<file path="config.mk">
export PLATFORM = sky130hd
export DESIGN_NAME = store_size_ctrl
export DESIGN_NICKNAME = d
export VERILOG_FILES = /design/src/rtl/store_pkg.sv /design/src/rtl/store_merge.sv /design/src/rtl/store_size_ctrl.sv
export SDC_FILE = /design/constraint.sdc
export NUM_CORES = 1
export LEC_CHECK = 0
export ABC_AREA = 0
export BUFFER_PORTS_ARGS = -buffer_cell sky130_fd_sc_hd__buf_4
export CAP_MARGIN = 30
export CELL_PAD_IN_SITES_DETAIL_PLACEMENT = 1
export CELL_PAD_IN_SITES_GLOBAL_PLACEMENT = 2
export CORE_ASPECT_RATIO = 0.8
export CORE_MARGIN = 4
export CORE_UTILIZATION = 30
export CTS_BUF_LIST = sky130_fd_sc_hd__clkbuf_8 sky130_fd_sc_hd__clkbuf_16
export DETAILED_ROUTE_END_ITERATION = 10
export PLACE_DENSITY = 0.81
export SYNTH_ARGS = -nofsm -noshare
export SYNTH_HDL_FRONTEND = slang
export SYNTH_SLANG_ARGS = --single-unit
</file>
<file path="constraint.sdc">
create_clock -name clk -period 3 [get_ports clk]
set_clock_uncertainty 0.05 [all_clocks]
set_input_delay 0.15 -clock clk [delete_from_list [all_inputs] [get_ports clk]]
set_output_delay 0.15 -clock clk [all_outputs]
set_load 0.005 [all_outputs]
</file>
<file path="src/rtl/store_pkg.sv">
// Shared size encodings, FSM state encoding and request legality check for the
// partial-store controller.
package store_pkg;

   localparam logic [1:0] SS_WORD = 2'b00;
   localparam logic [1:0] SS_HALF = 2'b01;
   localparam logic [1:0] SS_BYTE = 2'b10;
   localparam logic [1:0] SS_RSVD = 2'b11;

   typedef enum logic [1:0] {
      IDLE  = 2'b00,
      READ  = 2'b01,
      WRITE = 2'b10,
      DONE  = 2'b11
   } state_t;

   // A request is rejected for the reserved size or a lane offset the size cannot start on.
   function automatic logic is_misaligned(input logic [1:0] size, input logic [1:0] lane);
      logic bad;
      case (size)
         SS_WORD: bad = (lane != 2'b00);
         SS_HALF: bad = lane[0];
         SS_BYTE: bad = 1'b0;
         default: bad = 1'b1;
      endcase
      return bad;
   endfunction

endpackage

</file>
<file path="src/rtl/store_merge.sv">
// Little-endian lane insertion of store data into a read word; purely combinational,
// zero latency, no flow control.
module store_merge
   import store_pkg::*;
(
   input  logic [31:0] rdata,
   input  logic [15:0] wdata,
   input  logic [1:0]  lane,
   input  logic [1:0]  size,
   output logic [31:0] merged
);

   always_comb begin
      merged = rdata;
      case (size)
         SS_BYTE: begin
            case (lane)
               2'd0:    merged[7:0]   = wdata[7:0];
               2'd1:    merged[15:8]  = wdata[7:0];
               2'd2:    merged[23:16] = wdata[7:0];
               default: merged[31:24] = wdata[7:0];
            endcase
         end
         SS_HALF: begin
            if (lane[1]) merged[31:16] = wdata;
            else         merged[15:0]  = wdata;
         end
         default: merged = rdata;
      endcase
   end

endmodule

</file>
<file path="src/rtl/store_size_ctrl.sv">
// sw/sh/sb store controller: word stores write directly, byte/half stores read-merge-write.
// Latency: word 2 cycles to done, partial MEM_LAT+3, error 1; start is ignored while busy.
module store_size_ctrl
   import store_pkg::*;
#(
   parameter int MEM_LAT = 1
)(
   input  logic        clk,
   input  logic        reset,
   input  logic        start,
   input  logic [1:0]  SS_SELETOR,
   input  logic [31:0] addr,
   input  logic [31:0] B_output,
   input  logic [31:0] mem_rdata,
   output logic [31:0] mem_addr,
   output logic [31:0] mem_wdata,
   output logic        mem_wr,
   output logic        busy,
   output logic        done,
   output logic        align_err
);

   state_t      state;
   logic [2:0]  cnt;
   logic [1:0]  lane_q;
   logic [1:0]  size_q;
   logic [15:0] b_q;
   logic [31:0] merged;

   store_merge u_merge (
      .rdata  (mem_rdata),
      .wdata  (b_q),
      .lane   (lane_q),
      .size   (size_q),
      .merged (merged)
   );

   // mem_wdata doubles as the merge register: it captures the merged word on the last READ cycle.
   always_ff @(posedge clk or posedge reset) begin
      if (reset) begin
         state     <= IDLE;
         cnt       <= 3'd0;
         lane_q    <= 2'd0;
         size_q    <= 2'd0;
         b_q       <= 16'd0;
         mem_addr  <= 32'd0;
         mem_wdata <= 32'd0;
         mem_wr    <= 1'b0;
         busy      <= 1'b0;
         done      <= 1'b0;
         align_err <= 1'b0;
      end else begin
         mem_wr    <= 1'b0;
         done      <= 1'b0;
         align_err <= 1'b0;
         case (state)
            IDLE: begin
               if (start) begin
                  lane_q   <= addr[1:0];
                  size_q   <= SS_SELETOR;
                  b_q      <= B_output[15:0];
                  mem_addr <= {addr[31:2], 2'b00};
                  busy     <= 1'b1;
                  if (is_misaligned(SS_SELETOR, addr[1:0])) begin
                     state     <= DONE;
                     done      <= 1'b1;
                     align_err <= 1'b1;
                  end else if (SS_SELETOR == SS_WORD) begin
                     state     <= WRITE;
                     mem_wdata <= B_output;
                     mem_wr    <= 1'b1;
                  end else begin
                     state <= READ;
                     cnt   <= 3'(MEM_LAT);
                  end
               end
            end
            READ: begin
               if (cnt == 3'd0) begin
                  state     <= WRITE;
                  mem_wdata <= merged;
                  mem_wr    <= 1'b1;
               end else begin
                  cnt <= cnt - 3'd1;
               end
            end
            WRITE: begin
               state <= DONE;
               done  <= 1'b1;
            end
            default: begin
               state    <= IDLE;
               busy     <= 1'b0;
               mem_addr <= 32'd0;
            end
         endcase
      end
   end

endmodule

</file>
Word-level counts from Yosys, hierarchy flattened

Cells that the tools add are included.

Flip-flop bits (word level): 93
Input port bits: 101
Output and inout port bits: 68
Logic and storage cells: 78

$add $sub $neg: 1
Eq/ne operators: 14
Multiplexer cells: 38
Bitwise operators: 1
Reductions and logical operators: 13

Operator list:

| cell                                                                | count |
|---|---|
| 32-bit one-hot mux with 2 select lines                              | 3 |
| 32-bit two-way mux                                                  | 5 |
| 16-bit two-way mux                                                  | 2 |
| 8-bit two-way mux                                                   | 4 |
| 3-bit two-way mux                                                   | 4 |
| 2-bit != test (second input constant)                               | 6 |
| 1-bit two-way mux                                                   | 10 |
| 5-bit AND reduction                                                 | 2 |
| 2-bit by 1-bit == test with 1-bit output (second input constant)    | 4 |
| 2-bit == test (second input constant)                               | 4 |
| 2-bit two-way mux                                                   | 4 |
| 2-bit zero test                                                     | 3 |
| 1-bit one-hot mux with 2 select lines                               | 3 |
| 2-bit one-hot mux with 3 select lines                               | 1 |
| 3-bit one-hot mux with 2 select lines                               | 1 |
| 2-bit AND reduction                                                 | 3 |
| 2-bit nonzero test                                                  | 2 |
| 3-bit zero test                                                     | 1 |
| 1-bit one-hot mux with 3 select lines                               | 1 |
| 3-bit OR reduction                                                  | 1 |
| 3-bit by 1-bit subtractor with 3-bit output (second input constant) | 1 |
| 2-bit OR reduction                                                  | 1 |
| 1-bit NOT                                                           | 1 |

Longest topological paths before layout

Depth in word-level cells: 7
Mapped depth: 8
Depth with buffers taken out: 7

Modules after synthesis

A second synthesis with hierarchy kept.

Cells, all modules: 353
Area total of the unflattened synthesis: 4,576.9 sq um

Modules (own cells, without submodules):

| module          | instances | cells an instance | area an instance (sq um) | sequential area each (sq um) |
|---|---|---|---|---|
| store_size_ctrl | 1         | 271               | 3,935.0                  | 2,277.2 |
| store_merge     | 1         | 82                | 641.9                    | 0.0 |

Worst setup path after synthesis

OpenSTA, ideal clock, no wires.

Path type: register to register
Start point: register size_q[0]
End point: register mem_wdata[0]
Library setup time: 92 ps
Arrival: 1,729 ps
Data required time: 2,858 ps
Slack: 1,129 ps
Cell stages (with the launch flop): 9
Path buffers: 2
Clock period less this slack: 1,871 ps
Cells stage by stage: dfrtp_1 -> inv_1 -> ha_1 -> buf_2 -> or2_1 -> clkbuf_1 -> a21oi_2 -> a221oi_1 -> o31ai_2

Cells in the longest elaborated chain, start to end: 4
Elaborated cells between the ends (all ways): 5
Classes of those cells: 2 x eq/ne; 3 x mux

Ends and longest elaborated chain:

| element                                                                   | line                  | RTL |
|---|---|---|
| start, declared                                                           | store_size_ctrl.sv:26 | `logic [1:0] size_q;` |
| start signal, assigned                                                    | store_size_ctrl.sv:44 | `size_q <= 2'd0;` |
| start signal, assigned                                                    | store_size_ctrl.sv:60 | `size_q <= SS_SELETOR;` |
| 2-bit by 1-bit == test with 1-bit output or 2-bit == test (tied branches) | store_merge.sv:15     | `case (size)` |
| 32-bit one-hot mux with 2 select lines (*)                                | store_merge.sv:15     |  |
| 32-bit two-way mux (*)                                                    | store_size_ctrl.sv:79 | `if (cnt == 3'd0) begin` |
| 32-bit one-hot mux with 2 select lines (*)                                | store_size_ctrl.sv:56 | `case (state)` |
| end signal, assigned                                                      | store_size_ctrl.sv:70 | `mem_wdata <= B_output;` |
| end signal, assigned                                                      | store_size_ctrl.sv:81 | `mem_wdata <= merged;` |
| end, declared                                                             | store_size_ctrl.sv:16 | `output logic [31:0] mem_wdata,` |

Every way passes the cells marked *; elsewhere a longest branch is shown, timed or not. The select of a mux whose other input is x is not followed.
A chain may end at the register's enable or synchronous reset.

Final worst setup path

Start point: register size_q[1]
End point: register mem_wdata[23]

Same word-level chain as after synthesis.

==> flow_metrics.py <==
metrics = {
    "logic_synthesis": {
        "yosysWarnings": 0,
        "synth-edff-count": 0,
        "async_flop_share_pct": 100,
        "ys_ff_latch": 91,
        "netlist_instances": 412,
        "ys.flop_type": "dfrtp_1",
        "syn_avg_cell_area_um2": 10.9,
        "synth_area_um2": 4480,
        "synth.distinct_cells": 42,
        "yosysSeqAreaShare_pct": 50.8,
    },
    "power": {
        "total_power_mw": 6.77,
        "leakage_nw": 3.16,
        "power.switching_mw": 2.70,
        "p_per_area_nw_per_um2": 1010,
        "pwr-share-clk_pct": 18.5,
        "p_seq_share_pct": 33.7,
        "switching_share_pct": 39.9,
        "p_int_mw": 4.07,
        "vdd_drop_max_mv": 0.342,
        "pwr-share-comb_pct": 47.8,
    },
    "sta": {
        "max_freq_mhz": 390,
        "finalWorstSetupSlack_ps": 433,
        "finalCritPeriodShare_pct": 85.6,
        "fin_tns_setup_ps": 0,
        "slew_violations": 0,
        "setup_viol": 0,
        "max-slew-margin-rel_pct": 49.6,
        "worst_pin_slew_ps": 756,
        "hold_viol": 0,
        "period_minus_slack_ps": 2570,
        "rsz0062_at_grt": "no",
    },
    "finish": {
        "multi_input_area_um2": 2030,
        "fin_nets": 727,
        "drive_above_1_share_pct": 39.2,
        "final_area_um2": 6710,
        "most-common-layout-cells": "176 x buf_4, 91 x dfrtp_1, 49 x nand2_1",
        "area_growth_pct": 49.5,
        "seq_area_um2": 2280,
        "final_common_cell": "buf_4",
        "stdcell_count": 807,
        "fillCellCount": 1594,
    },
    "global_routing": {
        "grt_max_degree": 36,
        "grt_overflow_total": 0,
        "grt_usage_pct": 19.6,
        "antenna_found_initial": 1,
        "grt_pass1_wl_mm": 25.9,
        "grt_pass1_vias": 4578,
    },
    "clock_network": {
        "htreeDepth": 3,
        "path_clk_slew_ps": 60,
        "cts-root-buf": "clkbuf_16",
        "cts.path.max_buffers": 2,
        "cts-buffers-inserted": 9,
        "cts_sinks": 91,
        "postCtsSetupRepairBufs": 0,
        "clk_latency_ps": 340,
        "cts_tree": "yes",
    },
    "route": {
        "ant_nets": 0,
        "wl_mm": 16.3,
        "wl_per_cell_um": 20.2,
        "vias_per_cell": 5.25,
        "vias": 4239,
        "first_iter_violations": 251,
        "dr.pass1.iters": 4,
        "drc_errors": 0,
    },
    "floorplan": {
        "die_h_um": 117,
        "top_level_ports": 169,
        "die_w_um": 145,
        "dieArea_um2": 17000,
        "start_util_pct": 31.0,
        "core_um2": 14400,
        "num_rows": 39,
    },
    "critical_path": {
        "worstPathArrival_ps": 2760,
        "critPathMaxFanout": 20,
        "end_kind": "flip-flop",
        "required_ps": 3200,
        "worstSetupPathType": "flip-flop to flip-flop",
        "start_kind": "flip-flop",
    },
    "flow_run": {
        "maxCapViolations": 0,
    },
    "placed_design": {
        "dpl.hpwl_mm": 11.8,
        "globalplace.congestion": 0.819,
        "dp.cells": 745,
        "dpl_cell_area_um2": 5920,
        "place_ws_ps": 453,
        "port_buffers": 166,
    },
    "worst_hold_path": {
        "min-delay-path-class": "input pin to flip-flop",
    },
    "status": {
        "outcome": "finished clean",
    },
}
layer usage:
metal,vias to the layer above,global-route usage [%],share of wire (%)
li1,1958,-,-
met1,2131,26.6,43
met2,129,31.6,49
met3,21,4.43,5.7
met4,0,5.30,2.2
met5,-,0,0
per-stage QoR:
step,utilization [%],hold slack (ps)
final,46.4,21.6
after global routing,46.4,2.38
after CTS,46.4,3.59
after detailed placement,41.0,175
after global placement,40.9,177
after floorplan,-,217
worst max-delay path, stage by stage, from the launching register on:
cell	delay [ps]
dfrtp_1	380
inv_1	70
ha_1	610
nor3_1	220
a21oi_1	640
a221oi_1	230
o31ai_2	270
cell usage after synthesis, types with 7 or more instances:
cell type	instances	share of area [%]
clkbuf_1	18	1.5
o21ai_0	20	2.2
inv_1	9	0.75
a31oi_1	7	0.98
a21oi_1	14	1.6
ha_1	8	2.2
nor2_1	36	3.0
mux2_2	18	4.5
a22o_1	33	6.4
nand2_1	49	4.1
a221oi_1	20	3.9
a32oi_1	11	2.1
o31ai_2	24	6.7
dfrtp_1	91	51
timing repair:
item                                   4_1_cts  5_1_grt
endpoints found under the hold margin       73        0
hold buffers                                46        0
gates resized for setup                      0        0
setup endpoints to repair                    0        0
sequential cells by signal, summed over array words and instances (netlist names):
signal,cells
mem_wdata,32
mem_addr,30
b_q,16
cnt,3
lane_q,2
size_q,2
state,2
align_err,1
busy,1
done,1
mem_wr,1
area by class of cell:
class	count	share of cell area (%)
Antenna cell	1	0.0373
Clock buffer	11	3.77
Clock inverter	4	1.10
Inverter	10	0.578
Multi-Input combinational cell	283	30.3
Sequential cell	91	34.0
Tap cell	184	3.43
Timing Repair Buffer	223	26.8
kinds of logic after synthesis:
kind of cell / count (synthesis) / synth area share [%]
AO/OA/AOI/OAI: 144 / 27.1
flip-flops: 91 / 50.8
multiplexers: 19 / 4.74
other: 1 / 0.0836
adder cells (fa/ha/maj): 8 / 2.23
buffers and inverters: 39 / 4.07
AND/OR/NAND/NOR: 110 / 11.0
power groups by stage:
stage	registers, mW	clock network (mW)	logic, mW
floorplan	2.16	0	1.82
global route	2.36	1.34	3.56
finish	2.28	1.25	3.24
detailed placement	2.29	0	3.21
global placement	2.27	0	3.05
CTS	2.28	1.29	3.26
path summary, 6_finish.rpt:
| path | slack [ps] | depth (start not counted) | end | start |
|---|---|---|---|---|
| worst max-delay path | 430 | 6 | mem_wdata[23] | size_q[1] |
| worst min-delay path | 20 | 2 | b_q[9] | B_output[9] |
| worst max register to register | 430 | 6 | mem_wdata[23] | size_q[1] |
| worst min register to register | 430 | 2 | mem_wdata[26] | mem_wdata[26] |
| max in group asynchronous | 1690 | 4 | mem_addr[9] | reset |
| min in group asynchronous | 340 | 3 | mem_wdata[27] | reset |
Note: power is estimated with default switching activity, not from simulation.
